### src/rtl/timer_bank.sv
`default_nettype none
// ============================================================================
//  Module   : timer_bank
//  Purpose  : Memory-mapped compare/interrupt timer. One free-running counter
//             feeds NUM_TIMERS one-shot or periodic compare channels. Each
//             channel has a pending bit and a mask bit, and together they
//             drive a single level interrupt line.
//  Revision : 1.0 - initial release
// ============================================================================
module timer_bank #(
    parameter int          NUM_TIMERS = 4,
    parameter int          CNT_W      = 32,
    parameter logic [31:0] BASE_ADDR  = 32'hFFFF0000
) (
    input  logic        clk,
    input  logic        reset,
    input  logic [31:0] address,
    input  logic [31:0] wr_data,
    input  logic        MemRead,
    input  logic        MemWrite,
    output logic [31:0] rd_data,
    output logic        hit,
    output logic        irq
);

    // Architectural state
    logic [CNT_W-1:0]      r_count;
    logic [CNT_W-1:0]      r_compare [NUM_TIMERS];
    logic [CNT_W-1:0]      r_period  [NUM_TIMERS];
    logic [NUM_TIMERS-1:0] r_en;
    logic [NUM_TIMERS-1:0] r_periodic;
    logic [NUM_TIMERS-1:0] r_pending;
    logic [NUM_TIMERS-1:0] r_mask;

    // Address decode: word index inside the 256-byte window
    logic [5:0]            w_word;
    logic                  w_is_ch;
    logic [3:0]            w_ch;
    logic [1:0]            w_reg;
    logic                  w_wr;
    logic [CNT_W-1:0]      w_wd;
    logic [NUM_TIMERS-1:0] w_match;
    logic [NUM_TIMERS-1:0] w_sel;
    logic [NUM_TIMERS-1:0] w_active;
    logic [NUM_TIMERS-1:0] w_clr;
    logic                  w_vec_valid;
    logic [3:0]            w_vec_idx;
    logic                  w_unused;

    assign hit     = (address[31:8] == BASE_ADDR[31:8]);
    assign w_word  = address[7:2];
    assign w_is_ch = (w_word[5:2] != 4'd0);
    assign w_ch    = w_word[5:2] - 4'd1;   // channel i occupies words 4+4i..7+4i
    assign w_reg   = w_word[1:0];
    assign w_wr    = hit & MemWrite;
    assign w_wd    = wr_data[CNT_W-1:0];
    assign w_clr   = (w_wr && w_word == 6'd1) ? wr_data[NUM_TIMERS-1:0] : '0;

    assign w_active = r_pending & r_mask;
    assign irq      = |w_active;

    // Address bits [1:0] and upper store-data bits are intentionally ignored
    assign w_unused = &{1'b0, address[1:0], wr_data};

    generate
        for (genvar gi = 0; gi < NUM_TIMERS; gi++) begin : g_ch
            // Match uses pre-edge COUNT/COMPARE/EN so same-cycle writes cannot mask it
            assign w_match[gi] = r_en[gi] & (r_count == r_compare[gi]);
            assign w_sel[gi]   = w_wr & w_is_ch & (w_ch == 4'(gi));
        end
    endgenerate

    // Free-running counter; a software write replaces the increment
    always_ff @(posedge clk) begin
        if (reset) begin
            r_count <= '0;
        end else if (w_wr && w_word == 6'd0) begin
            r_count <= w_wd;
        end else begin
            r_count <= r_count + CNT_W'(1);
        end
    end

    // Pending (match set wins over write-1-to-clear) and mask registers
    always_ff @(posedge clk) begin
        if (reset) begin
            r_pending <= '0;
            r_mask    <= '0;
        end else begin
            r_pending <= (r_pending & ~w_clr) | w_match;
            if (w_wr && w_word == 6'd2) begin
                r_mask <= wr_data[NUM_TIMERS-1:0];
            end
        end
    end

    // Per-channel compare/period/control; software COMPARE write beats periodic reload
    always_ff @(posedge clk) begin
        if (reset) begin
            for (int i = 0; i < NUM_TIMERS; i++) begin
                r_compare[i] <= '1;
                r_period[i]  <= '0;
            end
            r_en       <= '0;
            r_periodic <= '0;
        end else begin
            for (int i = 0; i < NUM_TIMERS; i++) begin
                if (w_sel[i] && w_reg == 2'd0) begin
                    r_compare[i] <= w_wd;
                end else if (w_match[i] && r_periodic[i]) begin
                    r_compare[i] <= r_compare[i] + r_period[i];
                end
                if (w_sel[i] && w_reg == 2'd1) begin
                    r_period[i] <= w_wd;
                end
                if (w_sel[i] && w_reg == 2'd2) begin
                    r_en[i]       <= wr_data[0];
                    r_periodic[i] <= wr_data[1];
                end
            end
        end
    end

    // Priority encoder: lowest active channel index wins
    always_comb begin
        w_vec_valid = 1'b0;
        w_vec_idx   = 4'd0;
        for (int i = NUM_TIMERS - 1; i >= 0; i--) begin
            if (w_active[i]) begin
                w_vec_valid = 1'b1;
                w_vec_idx   = 4'(i);
            end
        end
    end

    // Read-data mux; unmapped offsets and absent channels return zero
    always_comb begin
        rd_data = 32'd0;
        if (hit && MemRead) begin
            case (w_word)
                6'd0:    rd_data = 32'(r_count);
                6'd1:    rd_data = 32'(r_pending);
                6'd2:    rd_data = 32'(r_mask);
                6'd3:    rd_data = {w_vec_valid, 27'd0, w_vec_idx};
                default: begin
                    for (int i = 0; i < NUM_TIMERS; i++) begin
                        if (w_ch == 4'(i)) begin
                            case (w_reg)
                                2'd0:    rd_data = 32'(r_compare[i]);
                                2'd1:    rd_data = 32'(r_period[i]);
                                2'd2:    rd_data = {30'd0, r_periodic[i], r_en[i]};
                                default: rd_data = 32'd0;
                            endcase
                        end
                    end
                end
            endcase
        end
    end

endmodule
`default_nettype wire
### config.mk
export PLATFORM = sky130hd
export DESIGN_NAME = timer_bank
export DESIGN_NICKNAME = d
export VERILOG_FILES = /design/src/rtl/timer_bank.sv
export SDC_FILE = /design/constraint.sdc
export NUM_CORES = 1
export LEC_CHECK = 0
export CAP_MARGIN = 5
export CORE_MARGIN = 2
export CORE_UTILIZATION = 56
export DETAILED_ROUTE_END_ITERATION = 16
export PLACE_DENSITY = 0.82
export SYNTH_ARGS = -nofsm -noshare
export SYNTH_HDL_FRONTEND = slang
export SYNTH_SLANG_ARGS = --single-unit
### constraint.sdc
create_clock -name clk -period 4.32 [get_ports clk]
set_input_delay 0.864 -clock clk [delete_from_list [all_inputs] [get_ports clk]]
set_output_delay 0.864 -clock clk [all_outputs]
set_load 0.01 [all_outputs]
After elaboration in Yosys (flattened, before gate mapping)
Memory sizes are Yosys's and may differ from the RTL's. Index checks and enable logic that the tools add are counted.

Register bits: 48. Bits in writable memories: 256. Input bits: 68. Memories kept: 2.

Memory list: r_compare (depth 4, bits a word 32, rd ports 4, clocked after Yosys merged registers in 0, wr ports 4, line 28) `logic [CNT_W-1:0] r_compare [NUM_TIMERS];`; r_period (depth 4, bits a word 32, rd ports 4, clocked after Yosys merged registers in 0, wr ports 4, line 29) `logic [CNT_W-1:0] r_period [NUM_TIMERS];`.

$add $sub $neg: 6. Equal/unequal tests: 13. Mux-type cells: 74. Bitwise operators: 26. Reduce and logical (&&, ||, !) cells: 25.

Operators by type and width (number): 32-bit two-way mux (18); 32-bit one-hot mux with 3 select lines (4); 32-bit adder (4); 32-bit == test (4); 32-bit one-hot mux with 4 select lines (1); 1-bit two-way mux (46); 32-bit by 1-bit adder with 32-bit output, second input constant (1); 24-bit == test, second input constant (1); 1-bit logical AND (20); 4-bit two-way mux (4); 6-bit by 2-bit == test with 1-bit output, second input constant (2); 1-bit bitwise OR (12); 1-bit AND (10); 4-bit AND (2); 4-bit by 2-bit == test with 1-bit output, second input constant (2); 6-bit by 1-bit == test with 1-bit output, second input constant (1); 6-bit zero test (1); 4-bit by 1-bit == test with 1-bit output, second input constant (1); 4-bit zero test (1); 4-bit inverter (1); 4-bit bitwise OR (1); 4-bit nonzero test (1); 4-bit OR reduction (1); 4-bit by 1-bit subtractor with 4-bit output, second input constant (1); other kinds (4) (4).

Logic depth before layout (Yosys ltp)
Gate-level depths: netlist of the first run.

Word-level depth: 10. Depth in mapped cells: 12. Gate-level depth less buffers: 12.

Worst setup path after synthesis of the first run
No wires, ideal clock.

Path kind: input port to flip-flop. From: in address[9]. To: mem r_period[0][0], enable pin. Arrival time: 4.286 ns. Data required time: 3.892 ns. Path slack: -0.394 ns. Stages on the path: 6. Path through: or4_1 > or4_4 > nor3_4 > nand2_2 > or4_4 > o21bai_1.

RTL lines: from (decl) (line 17) `input logic [31:0] address,`; to (decl) (line 29).

Worst setup path after layout of the first run
From: in address[5]. To: out rd_data[30].

Word-level cells in the longest chain between the ends: 8. Elaborated cells between the ends (all ways): 15.

Ends and longest elaborated chain: 4-bit by 1-bit subtractor with 4-bit output (line 53) `assign w_ch = w_word[5:2] - 4'd1;`; 4-bit zero test (line 147) `if (w_ch == 4'(i)) begin`; 32-bit two-way mux (4 in series) (line 147); 32-bit one-hot mux with 4 select lines (*) (line 140) `case (w_word)`; 32-bit two-way mux (*) (line 139) `if (hit && MemRead) begin`; to (decl) (line 21) `output logic [31:0] rd_data,`.

Mark *: on every way between the ends. The rest lies on a longest branch, timed or not.

==> results of run 1 <==
==> sequential cells by signal, indices dropped and copies added, names as in the netlist <==
name / flops
r_periodic: 4
r_compare: 128
r_mask: 4
r_count: 32
r_period: 128
r_pending: 4
r_en: 4
==> worst reg2reg max path, cell delays in order (launching register included) <==
cell and delay (ns):
edfxtp_1 0.44, ha_1 0.26, fa_1 0.44, a211oi_1 0.29, o21bai_1 0.15, a2bb2oi_1 0.21
a41o_1 0.36, a41oi_1 0.42, o22ai_1 0.20, a221o_1 0.38, a41oi_1 0.31, mux2i_1 0.23
a21oi_1 0.14
==> what timing repair did <==
action,4_1_cts,5_1_grt
hold buffers,0,0
endpoints found under the setup margin,32,9
gates resized for setup,31,13
cloned,1,0
pin swaps,1,0
==> cells in the mapped netlist, types with 39 or more instances <==
cell	instances
a211oi_1	39
mux2i_1	109
a21oi_1	157
ha_1	125
o21ai_0	152
xor2_1	133
nand2_1	112
clkbuf_1	124
and2_1	134
o21bai_1	40
o22a_1	73
dfxtp_1	48
a21o_1	62
xnor2_1	135
buf_1	39
nor2_1	292
nor3_1	57
edfxtp_1	256
==> kinds of logic (layout without fill, tap and decap cells) <==
logic type      after synthesis  after routing  share of synthesized area (%)
fa+ha+maj                   129            129                           7.12
compound gates              655            655                           18.7
buf+inv                     209            316                           3.82
flops                       304            304                           37.4
simple gates                782            782                           16.6
mux                         137            137                           6.14
xor+xnor                    268            268                           10.2
==> routing by layer <==
layer	up-vias	GRT usage (%)	part of all wire (%)
met5	-	0	0
met4	0	21.5	6.6
met3	301	8.00	12
met2	1474	56.1	43
met1	10000	49.2	39
li1	9268	-	-
==> power breakdown <==
group	internal (µW)	switching, µW
clock	1820	1300
sequential	3260	82.5
combinational	568	834
total	5640	2220
==> final cells by class <==
class                           instances  area (µm²)
Clock inverter                          5        26.3
Sequential cell                       304        8650
Tap cell                              532         666
Multi-Input combinational cell       1971       13700
Fill cell                            3309       14200
Timing Repair Buffer                  221        2310
Clock buffer                           63        1160
Inverter                               27         101
==> per-stage QoR <==
step	hold WS, ns	power [µW]	cells
6_report	0.525	7860	3123
5_1_grt	0.542	8060	3123
4_1_cts	0.518	7810	3123
3_5_place_dp	0.510	4740	3054
3_3_place_gp	0.495	4710	3054
2_1_floorplan	0.467	4260	2484
==> final timing paths <==
| path | startpoint | endpoint | slack [ns] | cells after the start |
|---|---|---|---|---|
| worst min-delay path | r_en[0] | r_en[0] | 0.52 | 2 |
| worst min register to register | r_en[0] | r_en[0] | 0.52 | 2 |
| worst max register to register | r_compare[0][0] | r_compare[0][30] | 0.21 | 12 |
| worst max-delay path | address[5] | rd_data[30] | 0.05 | 11 |
==> flow_metrics.py, run 1 <==
metrics = {
    "place": {
        "place_hpwl_um": 58700,
        "gp_congestion": 1.05,
        "placed_area_mm2": 0.0253,
        "port_buffers": 99,
        "pre_cts_slack_ns": -0.186,
    },
    "setup_path": {
        "cp.arrival_ns": 3.40,
        "criticalPathCategory": "in2out",
        "crit_fanout": 5,
        "startpoint_type": "input pin",
        "cp_top_family": "buffers and inverters",
        "critPathRequiredTime_ns": 3.46,
        "path_buf_inv": 4,
        "worstSetupEndpointType": "primary output",
        "cpPeakStageDelay_ns": 0.56,
        "slowest_stage": "clkdlybuf4s50_1",
        "crit_chain": "clkdlybuf4s50_1, o21ai_0, nor2b_2, buf_12, nand3b_1, o22ai_1, a22o_1, a222oi_1, buf_4, nor2_1, dlygate4sd2_1",
    },
    "timing": {
        "worst_slew_pin_slew_ns": 0.997,
        "fin_tns_setup_ns": 0,
        "fin_ws_ns": 0.0523,
        "rsz0062_at_grt": "no",
        "hold_viol": 0,
        "period_needed_ns": 4.27,
        "min_period_over_period_pct": 98.8,
        "max_freq_mhz": 234,
        "setup_viol": 0,
        "clock_skew_ns": 0.0159,
        "relSlewSlack_pct": 32.9,
        "finalMaxSlewViolations": 0,
    },
    "global_routing": {
        "grt_usage_pct": 37.1,
        "grt_pass1_vias": 20100,
        "antenna_found_initial": 0,
        "grt_pass1_wl_um": 122000,
        "overflow": 0,
        "grt_max_degree": 64,
    },
    "logic_synthesis": {
        "syn-instance-count": 2484,
        "ys_seq_area_share_pct": 37.4,
        "synth_edf_count": 256,
        "yosys.area.top_type": "edfxtp_1",
        "yosys.cell_types.count": 70,
        "netlist_area_mm2": 0.0231,
        "async_reset_ff_share_pct": 0,
        "avgSynthCellArea_um2": 9.30,
        "ys_warn_count": 0,
        "synth.area.top_cells": "edfxtp_1, ha_1, xnor2_1",
        "syn_nets": 2681,
        "synth-seq-cells": 304,
        "ys.flop_type": "edfxtp_1",
        "synth_top_cell_area_share_pct": 33.3,
    },
    "floorplan": {
        "die_area_mm2": 0.0429,
        "die_h_um": 207,
        "coreArea_mm2": 0.0407,
        "placement_rows": 74,
        "ios": 102,
        "start_util_pct": 56.7,
        "die_w_um": 207,
    },
    "pwr": {
        "p_leak_uw": 0.00997,
        "vdd_drop_max_uv": 283,
        "p_per_area_mw_per_mm2": 296,
    },
    "route": {
        "ant_nets": 0,
        "wl_per_cell_um": 26.1,
        "wirelength_um": 81600,
        "dr.first_iter.drc_count": 2882,
        "drtPass1Iterations": 8,
        "vias_per_cell": 6.75,
        "drc": 0,
        "vias": 21100,
    },
    "clocking": {
        "clock_sink_count": 304,
        "cts-root-buf": "clkbuf_16",
        "cts_setup_buffers": 0,
        "cts_tree": "built",
        "clk_latency_ns": 0.57,
        "htree_levels": 2,
        "cts_made_buffers": 37,
        "path_clk_slew_ns": 0.06,
        "max-clock-path-buffers": 3,
    },
    "finish": {
        "antennaDiodeCount": 0,
        "final_common_cell": "nor2_1",
        "nets": 2759,
        "final_util_pct": 65.2,
        "final_cell_mix": "nor2_1, edfxtp_1, a21oi_1",
        "fin_area_mm2": 0.0266,
        "area_growth_pct": 15.0,
        "drive_gt1_share_pct": 9.11,
    },
    "hold_path": {
        "min_path_type": "reg2reg",
    },
    "flow_run": {
        "drv_cap": 0,
    },
    "outcome": {
        "status": "completed",
    },
}
(Power assumes the default switching activity.)
==> inputs of run 2 (changes only) <==
- CORE_UTILIZATION: 56 -> 59
- DONT_BUFFER_PORTS: default -> 1
- PLACE_DENSITY: 0.82 -> default
- PLACE_DENSITY_LB_ADDON: default -> 0.08
==> flow_metrics.py, run 2 (synthesis gave the netlist of run 1 again) <==
metrics = {
    "setup_path": {
        "rr_worst_depth": 12,
        "crit_top_cell": "buf_4",
        "reg2reg_slack_ns": 0.36,
        "worstSetupPathDepth": 7,
        "cpPeakStageDelay_ns": 0.52,
        "crit_chain": "or4_1, or4_4, nor3_4, nand2_1, buf_4, nor2_1, buf_4",
        "cp_top_family": "simple AND/OR/NAND/NOR gates",
        "startpoint_type": "input pin",
        "cp.arrival_ns": 3.13,
        "slowest_stage": "or4_1",
        "crit_fanout": 31,
        "r2r-end": "r_compare[0][30]",
        "r2r-start": "r_compare[0][0]",
        "worstSetupEndpointType": "primary output",
        "path_buf_inv": 2,
        "criticalPathCategory": "in2out",
        "critPathRequiredTime_ns": 3.46,
    },
    "timing": {
        "relSlewSlack_pct": 32.0,
        "finalMaxSlewViolations": 0,
        "clock_skew_ns": 0.0280,
        "rsz0062_at_grt": "no",
        "setup_viol": 0,
        "worst_slew_pin_slew_ns": 1.02,
        "holdWs_ns": 0.379,
        "hold_viol": 0,
        "fin_ws_ns": 0.328,
        "min_period_over_period_pct": 92.4,
        "max_freq_mhz": 251,
        "period_needed_ns": 3.99,
    },
    "clocking": {
        "cts.repair.resized": 0,
        "clock_sink_count": 304,
        "cts_tree": "built",
        "cts_setup_buffers": 0,
        "path_clk_slew_ns": 0.06,
        "htree_levels": 2,
        "cts_made_buffers": 38,
        "cts-root-buf": "clkbuf_16",
        "cts.hold.buffers_added": 0,
        "clk_latency_ns": 0.58,
        "max-clock-path-buffers": 3,
    },
    "global_routing": {
        "grt_pass1_vias": 19100,
        "grt_pass1_wl_um": 117000,
        "antenna_found_initial": 0,
        "grt_max_degree": 137,
        "overflow": 0,
        "grt_usage_pct": 38.0,
    },
    "place": {
        "place_hpwl_um": 55400,
        "pre_cts_slack_ns": 0.305,
        "gp_congestion": 1.00,
        "port_buffers": 0,
    },
    "hold_path": {
        "whs_path_depth": 1,
        "worstHoldStart": "reset",
        "holdPathEnd": "r_count[1]",
        "min_path_type": "in2reg",
    },
    "route": {
        "ant_nets": 0,
        "met3WireLength_um": 8050,
        "vias": 20100,
        "wl_per_cell_um": 26.3,
        "dr.first_iter.drc_count": 2268,
        "met1_length_um": 31200,
        "dr.max_layer_used": "met4",
        "drtPass1Iterations": 6,
        "vias_per_cell": 6.75,
        "wirelength_um": 78300,
        "wl_met2_um": 34700,
        "drc": 0,
    },
    "finish": {
        "drive_gt1_share_pct": 8.08,
        "nets": 2632,
        "area_growth_pct": 8.16,
        "final_common_cell": "nor2_1",
        "multiInputGateArea_mm2": 0.0136,
        "final_cell_mix": "nor2_1, edfxtp_1, a21oi_1",
        "antennaDiodeCount": 0,
        "regArea_mm2": 0.00865,
        "reg.largest.list": "r_compare (128), r_period (128), r_count (32)",
        "n_fill_cell": 3181,
    },
    "floorplan": {
        "start_util_pct": 59.8,
        "ios": 102,
        "placement_rows": 72,
        "die_h_um": 202,
        "coreArea_mm2": 0.0386,
        "die_area_mm2": 0.0408,
        "die_w_um": 202,
    },
    "pwr": {
        "p_leak_uw": 0.00908,
        "p_per_area_mw_per_mm2": 303,
        "vdd_drop_max_uv": 284,
    },
    "outcome": {
        "status": "completed",
    },
    "flow_run": {
        "drv_cap": 0,
    },
}
[run 2: worst register-to-register path, cell delays in order (launching register included)]
cell	delay [ns]
edfxtp_1	0.42
ha_1	0.25
fa_1	0.45
a211oi_1	0.26
o21bai_1	0.15
a2bb2oi_1	0.21
a41o_1	0.37
a41oi_1	0.44
o22ai_1	0.20
a221o_1	0.37
a41oi_1	0.27
mux2i_1	0.22
a21oi_1	0.08
[run 2: where the power goes]
group / total, µW / switching (µW) / internal (µW)
logic: 1120 / 649 / 470
registers: 3340 / 77.7 / 3260
clock network: 3100 / 1320 / 1780
total: 7560 / 2050 / 5510
[run 2: how the worst max path moves through the flow]
| stage | from | endpoint | slack, ns |
|---|---|---|---|
| after detailed placement | address[9] | r_period[3][9] | 0.31 |
| after global placement | address[9] | r_period[3][18] | 0.35 |
| after CTS | address[9] | rd_data[23] | 0.36 |
| after floorplan | address[9] | r_period[0][0] | -0.39 |
| after global routing | r_compare[1][0] | r_compare[1][30] | 0.21 |
| final | address[9] | rd_data[27] | 0.33 |
[run 2: through the flow]
stage / power (µW) / TNS (ns) / cells / util (%) / cell area [µm²]
2_1_floorplan: 4260 / -50.49 / 2484 / - / 23100
3_3_place_gp: 4460 / 0 / 2913 / 61.6 / 23800
3_5_place_dp: 4480 / 0 / 2913 / 61.6 / 23800
4_1_cts: 7540 / 0 / 2982 / 64.6 / 25000
5_1_grt: 7780 / 0 / 2982 / 64.6 / 25000
6_report: 7560 / 0 / 2982 / 64.6 / 25000
[run 2: area by class of cell]
cell class / count / area share, %
Tap cell: 518 / 2.59
Multi-Input combinational cell: 1971 / 54.5
Clock buffer: 53 / 4.28
Clock inverter: 16 / 0.401
Sequential cell: 304 / 34.6
Timing Repair Buffer: 93 / 3.19
Inverter: 27 / 0.406
[run 2: layer usage]
layer	GRT usage, %	up-vias
met2	58.7	1200
met1	51.7	9705
met5	0	-
met4	18.6	0
met3	6.77	202
li1	-	9020
